### src/rtl/teclado_4x4_lector.sv
// 4x4 matrix keypad reader: row scan, column synchronizer, press/release
// debounce, and a one-cycle valid pulse per accepted key.
module teclado_4x4_lector #(
  parameter int unsigned SCAN_DIV     = 50_000,
  parameter int unsigned DEBOUNCE_CNT = 16
) (
  input  logic       clock_50mhz,
  input  logic       reset_n,
  output logic [3:0] filas,
  input  logic [3:0] columnas,
  output logic [3:0] tecla,
  output logic       tecla_valida,
  output logic       tecla_presionada
);

  localparam int unsigned PRESC_W = (SCAN_DIV > 1) ? $clog2(SCAN_DIV) : 1;
  localparam int unsigned CNT_W   = $clog2(DEBOUNCE_CNT + 1);

  typedef enum logic [1:0] {
    ST_SCAN     = 2'd0,
    ST_DEBOUNCE = 2'd1,
    ST_HELD     = 2'd2
  } state_e;

  logic [3:0]         col_meta_q;
  logic [3:0]         col_s_q;
  logic [PRESC_W-1:0] presc_q;
  logic               tick;

  state_e             state_q, state_d;
  logic [3:0]         filas_q, filas_d;
  logic [3:0]         cand_q, cand_d;
  logic [CNT_W-1:0]   cnt_q, cnt_d;
  logic [CNT_W-1:0]   rel_q, rel_d;
  logic [3:0]         tecla_q, tecla_d;
  logic               valida_q, valida_d;
  logic               pres_q, pres_d;

  logic               col_hit;
  logic [1:0]         col_idx;
  logic [1:0]         row_idx;
  logic [3:0]         cand_now;
  logic [3:0]         filas_next;
  logic [CNT_W-1:0]   cnt_inc;
  logic [CNT_W-1:0]   rel_inc;

  // Two-flop synchronizer for the asynchronous column lines
  always_ff @(posedge clock_50mhz or negedge reset_n) begin
    if (!reset_n) begin
      col_meta_q <= 4'hF;
      col_s_q    <= 4'hF;
    end else begin
      col_meta_q <= columnas;
      col_s_q    <= col_meta_q;
    end
  end

  assign tick = (presc_q == PRESC_W'(SCAN_DIV - 1));

  // Scan prescaler: wraps every SCAN_DIV cycles, tick on the last count
  always_ff @(posedge clock_50mhz or negedge reset_n) begin
    if (!reset_n) begin
      presc_q <= '0;
    end else if (tick) begin
      presc_q <= '0;
    end else begin
      presc_q <= presc_q + PRESC_W'(1);
    end
  end

  // Lowest-index low column wins when several are pressed
  always_comb begin
    col_hit = 1'b0;
    col_idx = 2'd0;
    for (int c = 3; c >= 0; c--) begin
      if (!col_s_q[c]) begin
        col_hit = 1'b1;
        col_idx = 2'(c);
      end
    end
  end

  // Row index of the currently driven (low) row
  always_comb begin
    row_idx = 2'd0;
    unique case (filas_q)
      4'b1101: row_idx = 2'd1;
      4'b1011: row_idx = 2'd2;
      4'b0111: row_idx = 2'd3;
      default: row_idx = 2'd0;
    endcase
  end

  assign cand_now   = {row_idx, col_idx};
  assign filas_next = {filas_q[2:0], filas_q[3]};
  assign cnt_inc    = cnt_q + CNT_W'(1);
  assign rel_inc    = rel_q + CNT_W'(1);

  // Scan / debounce / held state register and datapath registers
  always_ff @(posedge clock_50mhz or negedge reset_n) begin
    if (!reset_n) begin
      state_q  <= ST_SCAN;
      filas_q  <= 4'b1110;
      cand_q   <= 4'd0;
      cnt_q    <= '0;
      rel_q    <= '0;
      tecla_q  <= 4'd0;
      valida_q <= 1'b0;
      pres_q   <= 1'b0;
    end else begin
      state_q  <= state_d;
      filas_q  <= filas_d;
      cand_q   <= cand_d;
      cnt_q    <= cnt_d;
      rel_q    <= rel_d;
      tecla_q  <= tecla_d;
      valida_q <= valida_d;
      pres_q   <= pres_d;
    end
  end

  // Next-state logic; every action is qualified by the scan tick
  always_comb begin
    state_d  = state_q;
    filas_d  = filas_q;
    cand_d   = cand_q;
    cnt_d    = cnt_q;
    rel_d    = rel_q;
    tecla_d  = tecla_q;
    valida_d = 1'b0;
    pres_d   = pres_q;

    if (tick) begin
      unique case (state_q)
        ST_SCAN: begin
          if (col_hit) begin
            cand_d  = cand_now;
            cnt_d   = CNT_W'(1);
            state_d = ST_DEBOUNCE;
          end else begin
            filas_d = filas_next;
          end
        end

        ST_DEBOUNCE: begin
          if (col_hit && (cand_now == cand_q)) begin
            cnt_d = cnt_inc;
            if (cnt_inc == CNT_W'(DEBOUNCE_CNT)) begin
              tecla_d  = cand_q;
              valida_d = 1'b1;
              pres_d   = 1'b1;
              rel_d    = '0;
              state_d  = ST_HELD;
            end
          end else begin
            cnt_d   = '0;
            filas_d = filas_next;
            state_d = ST_SCAN;
          end
        end

        ST_HELD: begin
          if (!col_hit) begin
            rel_d = rel_inc;
            if (rel_inc == CNT_W'(DEBOUNCE_CNT)) begin
              pres_d  = 1'b0;
              rel_d   = '0;
              cnt_d   = '0;
              filas_d = filas_next;
              state_d = ST_SCAN;
            end
          end else begin
            rel_d = '0;
          end
        end

        default: begin
          state_d = ST_SCAN;
          filas_d = 4'b1110;
        end
      endcase
    end
  end

  assign filas            = filas_q;
  assign tecla            = tecla_q;
  assign tecla_valida     = valida_q;
  assign tecla_presionada = pres_q;

endmodule

### config.mk
export PLATFORM = sky130hd
export DESIGN_NAME = teclado_4x4_lector
export DESIGN_NICKNAME = d
export VERILOG_FILES = /design/src/rtl/teclado_4x4_lector.sv
export SDC_FILE = /design/constraint.sdc
export NUM_CORES = 1
export LEC_CHECK = 0
export BUFFER_PORTS_ARGS = -buffer_cell sky130_fd_sc_hd__buf_2
export CAP_MARGIN = 10
export CORE_ASPECT_RATIO = 1.2
export CORE_UTILIZATION = 54
export DETAILED_ROUTE_END_ITERATION = 12
export PLACE_DENSITY = 0.76
export SYNTH_ARGS = -nofsm -noshare
export SYNTH_HDL_FRONTEND = slang
export SYNTH_SLANG_ARGS = --single-unit
### constraint.sdc
create_clock -name clock_50mhz -period 3.2 [get_ports clock_50mhz]
set_input_delay 0.32 -clock clock_50mhz [delete_from_list [all_inputs] [get_ports clock_50mhz]]
set_output_delay 0.32 -clock clock_50mhz [all_outputs]
set_load 0.1 [all_outputs]
==> qor.yml, run 1 <==
netlist_instances: 263
synth.mux.area_fraction: 0.0236
fmax_mhz: 419
r2r_slack_ns: 0.82
cts_tree: "done"
cts_root_buffer: "clkbuf_8"
seq_area_sq_mm: 0.00126
cts_resized: 0
relSlewSlack: 0.303
async_flop_share: 1.00
final.setup.worst_slack_ns: 0.816
synthFlopType: "dfrtp_1"
ys_types: 44
layoutNonFillerInstCount: 338
layout_common_cells: "dfrtp_1, nor2_1, nand2_1, nand3_1, o21ai_0"
antenna_found_initial: 0
final-setup-viol-count: 0
place_congestion: 0.801
h-tree-depth: 2
status: "finished clean"
tns_ns: 0
grt_pass1_vias: 1873
row_count: 27
final_common_cell: "dfrtp_1"
ctsLongestPathBuffers: 2
rsz0062_at_grt: "false"
ys_seq_elements: 50
hp-class: "in2reg"
wl_um: 4630
clk_pin_slew_ns: 0.10
syn_area_per_cell_sq_um: 9.69
ir_worst_vdd_mv: 0.254
worst_clock_skew_ns: 0.0107
yosysWarnings: 0
timing.final.crit_share: 0.745
synth_top_family_by_area: "simple AND/OR/NAND/NOR gates"
drt_iter0_markers: 162
start_util: 0.559
worstSetupEndpointType: "register"
cp.arrival_ns: 2.62
cts-hold-fix-buffers: 0
dr.pass1.iters: 4
vias: 1955
leakage_nw: 1.21
total_power_mw: 1.04
place_area_sq_mm: 0.00267
synth_edf_count: 0
clk_latency_ns: 0.31
ys_seq_area_frac: 0.496
io_pins: 16
hold_viol_final: 0
yosys.area_share.simple: 0.237
powerDensity_mw_per_mm2: 378
routed_via_density: 5.78
portBuffers: 15
wire_per_inst_um: 13.7
cp_max_fo: 7
fill_cells: 401
worst_pin_slew_ns: 1.05
cts_setup_buffers: 0
place_ws_ns: 0.829
rr_startpoint: "presc_q[0]$_DFF_PN0_"
synthesis.nets: 277
placed_cells: 330
drv_slew: 0
die_w_um: 64.7
synth_xor_area_frac: 0.0515
die-height_um: 77.3
synth_fa_ha_area_frac: 0.0393
fin_crit_ns: 2.38
drive_above_1_share: 0.157
core_sq_mm: 0.00456
grt_pass1_wl_um: 8160
remaining_drc_errors: 0
overflow: 0
worstSetupPathType: "reg2reg"
netlist_area_sq_mm: 0.00255
synth-compound-area-share: 0.118
final_area_sq_mm: 0.00277
holdCritStartpoint: "columnas[0]"
die_area_sq_mm: 0.00500
timing.hold.ws_ns: 0.105
cts_sinks: 50
final_util: 0.607
dp.final_hpwl_um: 3380
area_growth_pct: 8.54
cts_buffers: 5
fin_nets: 293
antenna_left: 0
grt.total_usage: 0.210
antenna-diode-count: 0
required_ns: 3.44
startpoint: "presc_q[0]$_DFF_PN0_"
grt_max_degree: 51
cp-start-kind: "register"
multi_input_area_sq_mm: 0.00120
cap_violations: 0
[flip-flops by register name, indices dropped and copies added (netlist names)]
| name | count |
|---|---|
| presc_q | 16 |
| cnt_q | 5 |
| rel_q | 5 |
| cand_q | 4 |
| col_meta_q | 4 |
| col_s_q | 4 |
| filas | 4 |
| tecla | 4 |
| state_q | 2 |
| tecla_presionada | 1 |
| tecla_valida | 1 |
[synth_stat cells, types with 4 or more instances]
master,number,area [sq um]
clkbuf_1,4,15.0
dfrtp_1,39,976
nand2_1,24,90.1
xnor2_1,5,43.8
mux2_2,4,45.0
nand4_1,8,50.1
o21ai_0,17,85.1
ha_1,8,100
a21oi_1,11,55.1
xor2_1,10,87.6
nor2_1,25,93.8
o31ai_1,5,37.5
dfstp_2,11,289
nand3_1,18,90.1
o22ai_1,4,25.0
inv_1,11,41.3
and3_1,5,31.3
nor3_1,8,40.0
nand2b_1,4,25.0
[layer usage]
metal | track usage | vias up | part of all wire
li1 | - | 974 | -
met1 | 0.243 | 944 | 0.44
met2 | 0.371 | 31 | 0.52
met3 | 0.0491 | 6 | 0.028
met4 | 0.0733 | 0 | 0.014
met5 | 0 | - | 0
[worst max-delay path, stage by stage, from the launching register on]
cell and delay, ns:
dfrtp_1 0.39, ha_1 0.21, and4bb_2 0.24, nand4_1 0.10
buf_4 0.18, or4_1 0.62, or4_1 0.50, o21ai_1 0.09
[where the power goes]
group	switching [mW]	leakage [nW]	internal (mW)
sequential	0.00404	0.646	0.641
combinational	0.0153	0.522	0.00458
clock	0.222	0.0447	0.158
[final timing paths]
kind	endpoint	cells after the start
worst min-delay path	col_meta_q[0]$_DFF_PN1_	1
min in group asynchronous	cnt_q[3]$_DFFE_PN0P_	1
worst min register to register	col_s_q[0]$_DFF_PN1_	0
max in group asynchronous	presc_q[6]$_DFF_PN0_	1
worst max-delay path	cnt_q[4]$_DFFE_PN0P_	7
worst max register to register	cnt_q[4]$_DFFE_PN0P_	7
[cell families after synthesis]
group	Yosys count
compound gates	50
xor+xnor	15
fa+ha+maj	8
buf+inv	20
flops	50
mux	5
simple gates	115
[cell type report]
class,instances,share of cell area
clock buffers,5,0.0249
clock inverters,3,0.00905
flip-flops and latches,50,0.457
inverters,11,0.0149
multi-input cells,193,0.432
repair buffers,18,0.0353
well taps,58,0.0262
Note: power is estimated with default switching activity, not from simulation.
==> run 2: changes to the inputs <==
clock period = 2.35 ns   (was 3.2 ns; I/O delays follow)
==> run 2 against run 1 <==
Effect of this change: register-to-register slack got worse by 0.70 ns; combinational power rose by 62%; critical endpoint is now tecla[3]$_DFFE_PN0P_; first-iteration DRC count rose by 12%; count of clock-buffer cells in the layout did not move; fmax rose by 6.7%; routed wire length rose by 5.6%; total power rose by 44%; sequential cell count did not move; largest cell class unchanged; cell area rose by 3.7%; clock skew rose by 0.0025 ns; sequential power rose by 36%.
==> qor.yml, run 2 (synthesis results as in run 1) <==
wire_per_inst_um: 14.1
worst_clock_skew_ns: 0.0132
powerDensity_mw_per_mm2: 526
layout_common_cells: "dfrtp_1, nor2_1, nand2_1, nand3_1, o21ai_0"
status: "finished clean"
antenna-diode-count: 0
worstSetupPathType: "reg2reg"
cp_max_fo: 11
cap_violations: 0
overflow: 0
antenna_found_initial: 0
required_ns: 2.55
routed_via_density: 5.70
io_pins: 16
drt_iter0_markers: 181
h-tree-depth: 2
worstSetupEndpointType: "register"
cts_sinks: 50
ctsLongestPathBuffers: 2
row_count: 27
cts_tree: "done"
largest_register: "presc_q"
fmax_mhz: 448
die_w_um: 64.7
relSlewSlack: 0.603
largest_reg_flops: 16
cp-start-kind: "register"
vias: 1973
dp.final_hpwl_um: 3590
grt.total_usage: 0.220
cts_buffers: 5
dr.pass1.iters: 4
hp-class: "in2reg"
clk_latency_ns: 0.31
worst_pin_slew_ns: 0.595
place_congestion: 0.813
grt_pass1_vias: 1845
final_util: 0.629
grt_max_degree: 28
grt_pass1_wl_um: 8540
drv_slew: 0
fin_crit_ns: 2.23
cp.arrival_ns: 2.43
timing.final.crit_share: 0.951
cts_root_buffer: "clkbuf_8"
start_util: 0.559
cts_resized: 0
antenna_left: 0
place_area_sq_mm: 0.00275
final_common_cell: "dfrtp_1"
final-setup-viol-count: 0
total_power_mw: 1.51
portBuffers: 15
ir_worst_vdd_mv: 0.337
timing.hold.ws_ns: 0.0297
area_growth_pct: 12.6
hold_viol_final: 0
core_sq_mm: 0.00456
drive_above_1_share: 0.188
final_area_sq_mm: 0.00287
remaining_drc_errors: 0
die_area_sq_mm: 0.00500
clk_pin_slew_ns: 0.10
top_regs: "presc_q x16, cnt_q x5, rel_q x5"
die-height_um: 77.3
fin_nets: 301
rsz0062_at_grt: "false"
leakage_nw: 1.27
wl_um: 4890
run 2: timing repair:
item,CTS,global route
hold buffers,1,0
endpoints found under the hold margin,22,0
setup buffers,0,0
endpoints found under the setup margin,0,0
run 2: critical path, cell delays in order, from the launching register on:
cell and delay [ns]:
dfstp_4 0.68, nor3b_1 0.23, o2111ai_1 0.16, a32oi_2 0.33, and2_1 0.24, nand3_2 0.16
mux2_2 0.33
run 2: worst paths after layout:
check / startpoint / end / slack [ns] / depth (start not counted)
worst min-delay path: columnas[0] / col_meta_q[0]$_DFF_PN1_ / 0.03 / 1
worst min register to register: col_meta_q[1]$_DFF_PN1_ / col_s_q[1]$_DFF_PN1_ / 0.36 / 0
worst max register to register: filas[3]$_DFFE_PN1P_ / tecla[3]$_DFFE_PN0P_ / 0.12 / 6
max in group asynchronous: reset_n / col_meta_q[3]$_DFF_PN1_ / 1.20 / 3
worst max-delay path: filas[3]$_DFFE_PN1P_ / tecla[3]$_DFFE_PN0P_ / 0.12 / 6
min in group asynchronous: reset_n / cnt_q[1]$_DFFE_PN0P_ / 0.46 / 2
run 2: where the power goes:
part	switching (mW)	internal, mW
Combinational	0.0225	0.00980
Sequential	0.00590	0.872
Clock	0.284	0.314
run 2: area by class of cell:
type	instances	area [sq um]
multi-input combinational	193	1210
timing repair buffer	26	160
clock buffer	5	68.8
inverter	11	41.3
tap	58	72.6
sequential	50	1280
fill	376	1690
clock inverter	3	40.0
run 2: metal layers:
metal / GRT usage / vias to the layer above / wire length [um]
met5: 0 / - / 0
met4: 0.0956 / 0 / 88
met3: 0.0402 / 9 / 132
li1: - / 984 / -
met1: 0.300 / 937 / 2300
met2: 0.340 / 43 / 2370
run 2: per-stage QoR:
step	instances	TNS (ns)	worst slack, ns
after floorplan	263	-0.00267	-0.000667
after global placement	337	0	0.181
after detailed placement	337	0	0.125
after CTS	346	0	0.111
after global routing	346	0	0.0148
final	346	0	0.116
==> run 3: changes to the inputs <==
ABC_AREA = 1   (was unset)
==> run 3 against run 2 <==
Effect of this change: area after synthesis up 11%; clock power down 9.5%; total power down 3.1%; critical endpoint is now filas[0]$_DFFE_PN0P_; setup slack better by 0.44 ns; sequential share of layout area down 4.0 points; first-iteration DRC count down 48%; non-clock buffer count down 6; core utilization down 0.67 points; clock skew down 0.0017 ns; critical path depth up 4; count of clock-buffer cells in the layout up 1; fmax up 24%.
==> qor.yml, run 3 <==
status: "finished clean"
rsz0062_at_grt: "false"
holdCritStartpoint: "columnas[0]"
rr_startpoint: "presc_q[0]$_DFF_PN0_"
min_delay_worst_endpoint: "col_meta_q[0]$_DFF_PN1_"
wl_um: 5400
grt_most_used_layer: "met2"
crit_slowest_cell: "dfrtp_1"
netlist_instances: 363
ir_worst_vdd_mv: 0.294
cts_resized: 0
place_area_sq_mm: 0.00300
area_growth_pct: 9.88
relSlewSlack: 0.588
final_util: 0.622
clk_pin_slew_ns: 0.09
seq_area_sq_mm: 0.00126
top_regs: "presc_q x16, cnt_q x5, rel_q x5"
hp-class: "in2reg"
timing.final.crit_share: 0.764
remaining_drc_errors: 0
path_cells: "ha_1 -> nand3_2 -> nor2_1 -> nand2_1 -> nor2_1 -> nand2_1 -> nand2_2 -> nand3_2 -> nand2_1 -> nand2_1"
worst_pin_slew_ns: 0.619
fill_cells: 442
async_flop_share: 1.00
wire_per_inst_um: 12.0
fin_nets: 403
drt_iter0_markers: 94
r2r-end: "filas[0]$_DFFE_PN0P_"
grt_max_degree: 30
ctsLongestPathBuffers: 2
yosys.area.top_type_share: 0.344
cap_violations: 0
yosysWarnings: 0
grt_pass1_vias: 2202
cp.arrival_ns: 2.00
core_sq_mm: 0.00501
gr-usage-met2: 0.407
fmax_mhz: 557
grt_use_met1: 0.251
final-setup-viol-count: 0
worstSetupEndpointType: "register"
cts_buffers: 5
grt.total_usage: 0.228
largest_register: "presc_q"
antenna-diode-count: 0
p_seq_frac: 0.599
worst_clock_skew_ns: 0.0114
cts_sinks: 50
tns_ns: 0
combPwrFrac: 0.031
synth_most_common_cell: "nand2_1"
die_w_um: 68.2
die-height_um: 81.4
synth_top_cells_by_count: "nand2_1, nor2_1, inv_1"
vias: 2287
routed_via_density: 5.08
cp_max_fo: 6
cp_top_family: "simple AND/OR/NAND/NOR gates"
final_area_sq_mm: 0.00312
p_int_mw: 1.13
fin_crit_ns: 1.80
drv_slew: 0
switchingPower_mw: 0.334
h-tree-depth: 2
timing.hold.ws_ns: 0.0146
overflow: 0
start_util: 0.566
p_clk_frac: 0.370
syn_area_per_cell_sq_um: 7.82
ys_types: 32
netSwitchingFraction: 0.228
row_count: 28
ys_seq_elements: 50
dp.final_hpwl_um: 4230
required_ns: 2.56
synthTopCellsByArea: "dfrtp_1, nand2_1, dfstp_2"
largest_reg_flops: 16
clk_latency_ns: 0.32
powerDensity_mw_per_mm2: 469
holdPathStages: 1
grtUsageMet3: 0.0389
antenna_left: 0
r2r_slack_ns: 0.55
io_pins: 16
antenna_found_initial: 0
ys_seq_area_frac: 0.446
synthFlopType: "dfrtp_1"
layout_common_cells: "nand2_1, nor2_1, inv_1, dfrtp_1, nand3_1"
final_common_cell: "nand2_1"
path_common_cell: "nand2_1"
worstSetupPathType: "reg2reg"
cp-start-kind: "register"
netlist_area_sq_mm: 0.00284
place_congestion: 0.888
grt_pass1_wl_um: 9290
r2r_cells: 10
hold_viol_final: 0
die_area_sq_mm: 0.00555
synth_area_leader_cell: "dfrtp_1"
cts_root_buffer: "clkbuf_8"
drive_above_1_share: 0.200
critPathMaxStageDelay_ns: 0.38
multi_input_area_sq_mm: 0.00137
portBuffers: 15
synth_edf_count: 0
synthesis.nets: 377
dr.pass1.iters: 4
crit_buf_inv: 0
cts_tree: "done"
leakage_nw: 1.57
==> run 3: cell count changes in the layout (fill, tap and decap cells not counted), moves of 8 or more <==
| cell | previous run | this run |
|---|---|---|
| inv_1 | 11 | 41 |
| inv_2 | 0 | 8 |
| nand2_1 | 24 | 113 |
| nand2_2 | 0 | 8 |
| nor2_1 | 25 | 45 |
| o21ai_0 | 17 | 8 |
==> run 3: what timing repair did <==
action / 4_1_cts / 5_1_grt
setup endpoints to repair: 0 / 0
setup buffers: 0 / 0
hold buffers: 1 / 1
endpoints found under the hold margin: 19 / 1
==> run 3: routing by layer <==
layer | vias to the layer above | share of wire
li1 | 1187 | -
met3 | 15 | 0.023
met5 | - | 0
met1 | 1052 | 0.44
met2 | 33 | 0.50
met4 | 0 | 0.035
==> run 3: worst reg2reg max path, delay by kind of cell, from the launching register on <==
family                   cells  cell delay, ns
AND/OR/NAND/NOR              9            1.11
flip-flops                   1            0.38
adder cells (fa/ha/maj)      1            0.21
==> run 3: final cells by class <==
| type | instances | share of cell area |
|---|---|---|
| inverters | 52 | 0.0626 |
| clock buffers | 6 | 0.0265 |
| clock inverters | 2 | 0.00522 |
| flip-flops and latches | 50 | 0.406 |
| multi-input cells | 260 | 0.438 |
| repair buffers | 20 | 0.0377 |
| well taps | 60 | 0.0241 |
==> run 3: cells by family after synthesis <==
kind of cell,synth area share
simple gates,0.395
buf+inv,0.0728
flops,0.446
compound gates,0.0388
fa+ha+maj,0.0353
xor+xnor,0.0123
==> run 3: power groups by stage <==
stage | Combinational (mW) | Sequential (mW) | Clock (mW)
after global routing | 0.0519 | 0.877 | 0.586
after CTS | 0.0450 | 0.876 | 0.557
after global placement | 0.0426 | 0.892 | 0
final | 0.0447 | 0.876 | 0.541
after detailed placement | 0.0436 | 0.892 | 0
after floorplan | 0.0168 | 0.892 | 0
==> run 3: worst max path at each step <==
| stage | slack (ns) | depth (start not counted) | end | from |
|---|---|---|---|---|
| after detailed placement | 0.57 | 7 | cand_q[0]$_DFFE_PN0P_ | presc_q[0]$_DFF_PN0_ |
| after global routing | 0.37 | 10 | state_q[0]$_DFFE_PN0P_ | presc_q[0]$_DFF_PN0_ |
| final | 0.55 | 10 | filas[0]$_DFFE_PN0P_ | presc_q[0]$_DFF_PN0_ |
| after global placement | 0.66 | 10 | filas[0]$_DFFE_PN0P_ | presc_q[0]$_DFF_PN0_ |
| after floorplan | 0.34 | 11 | tecla_presionada$_DFFE_PN0P_ | filas[0]$_DFFE_PN0P_ |
| after CTS | 0.56 | 9 | rel_q[0]$_DFFE_PN0P_ | presc_q[0]$_DFF_PN0_ |
==> run 3: per-stage QoR <==
stage               std cells  worst slack (ns)  power, mW
floorplan                 363             0.338      0.909
global placement          440             0.659      0.935
detailed placement        440             0.571      0.936
CTS                       449             0.557       1.48
global route              450             0.367       1.52
finish                    450             0.555       1.46
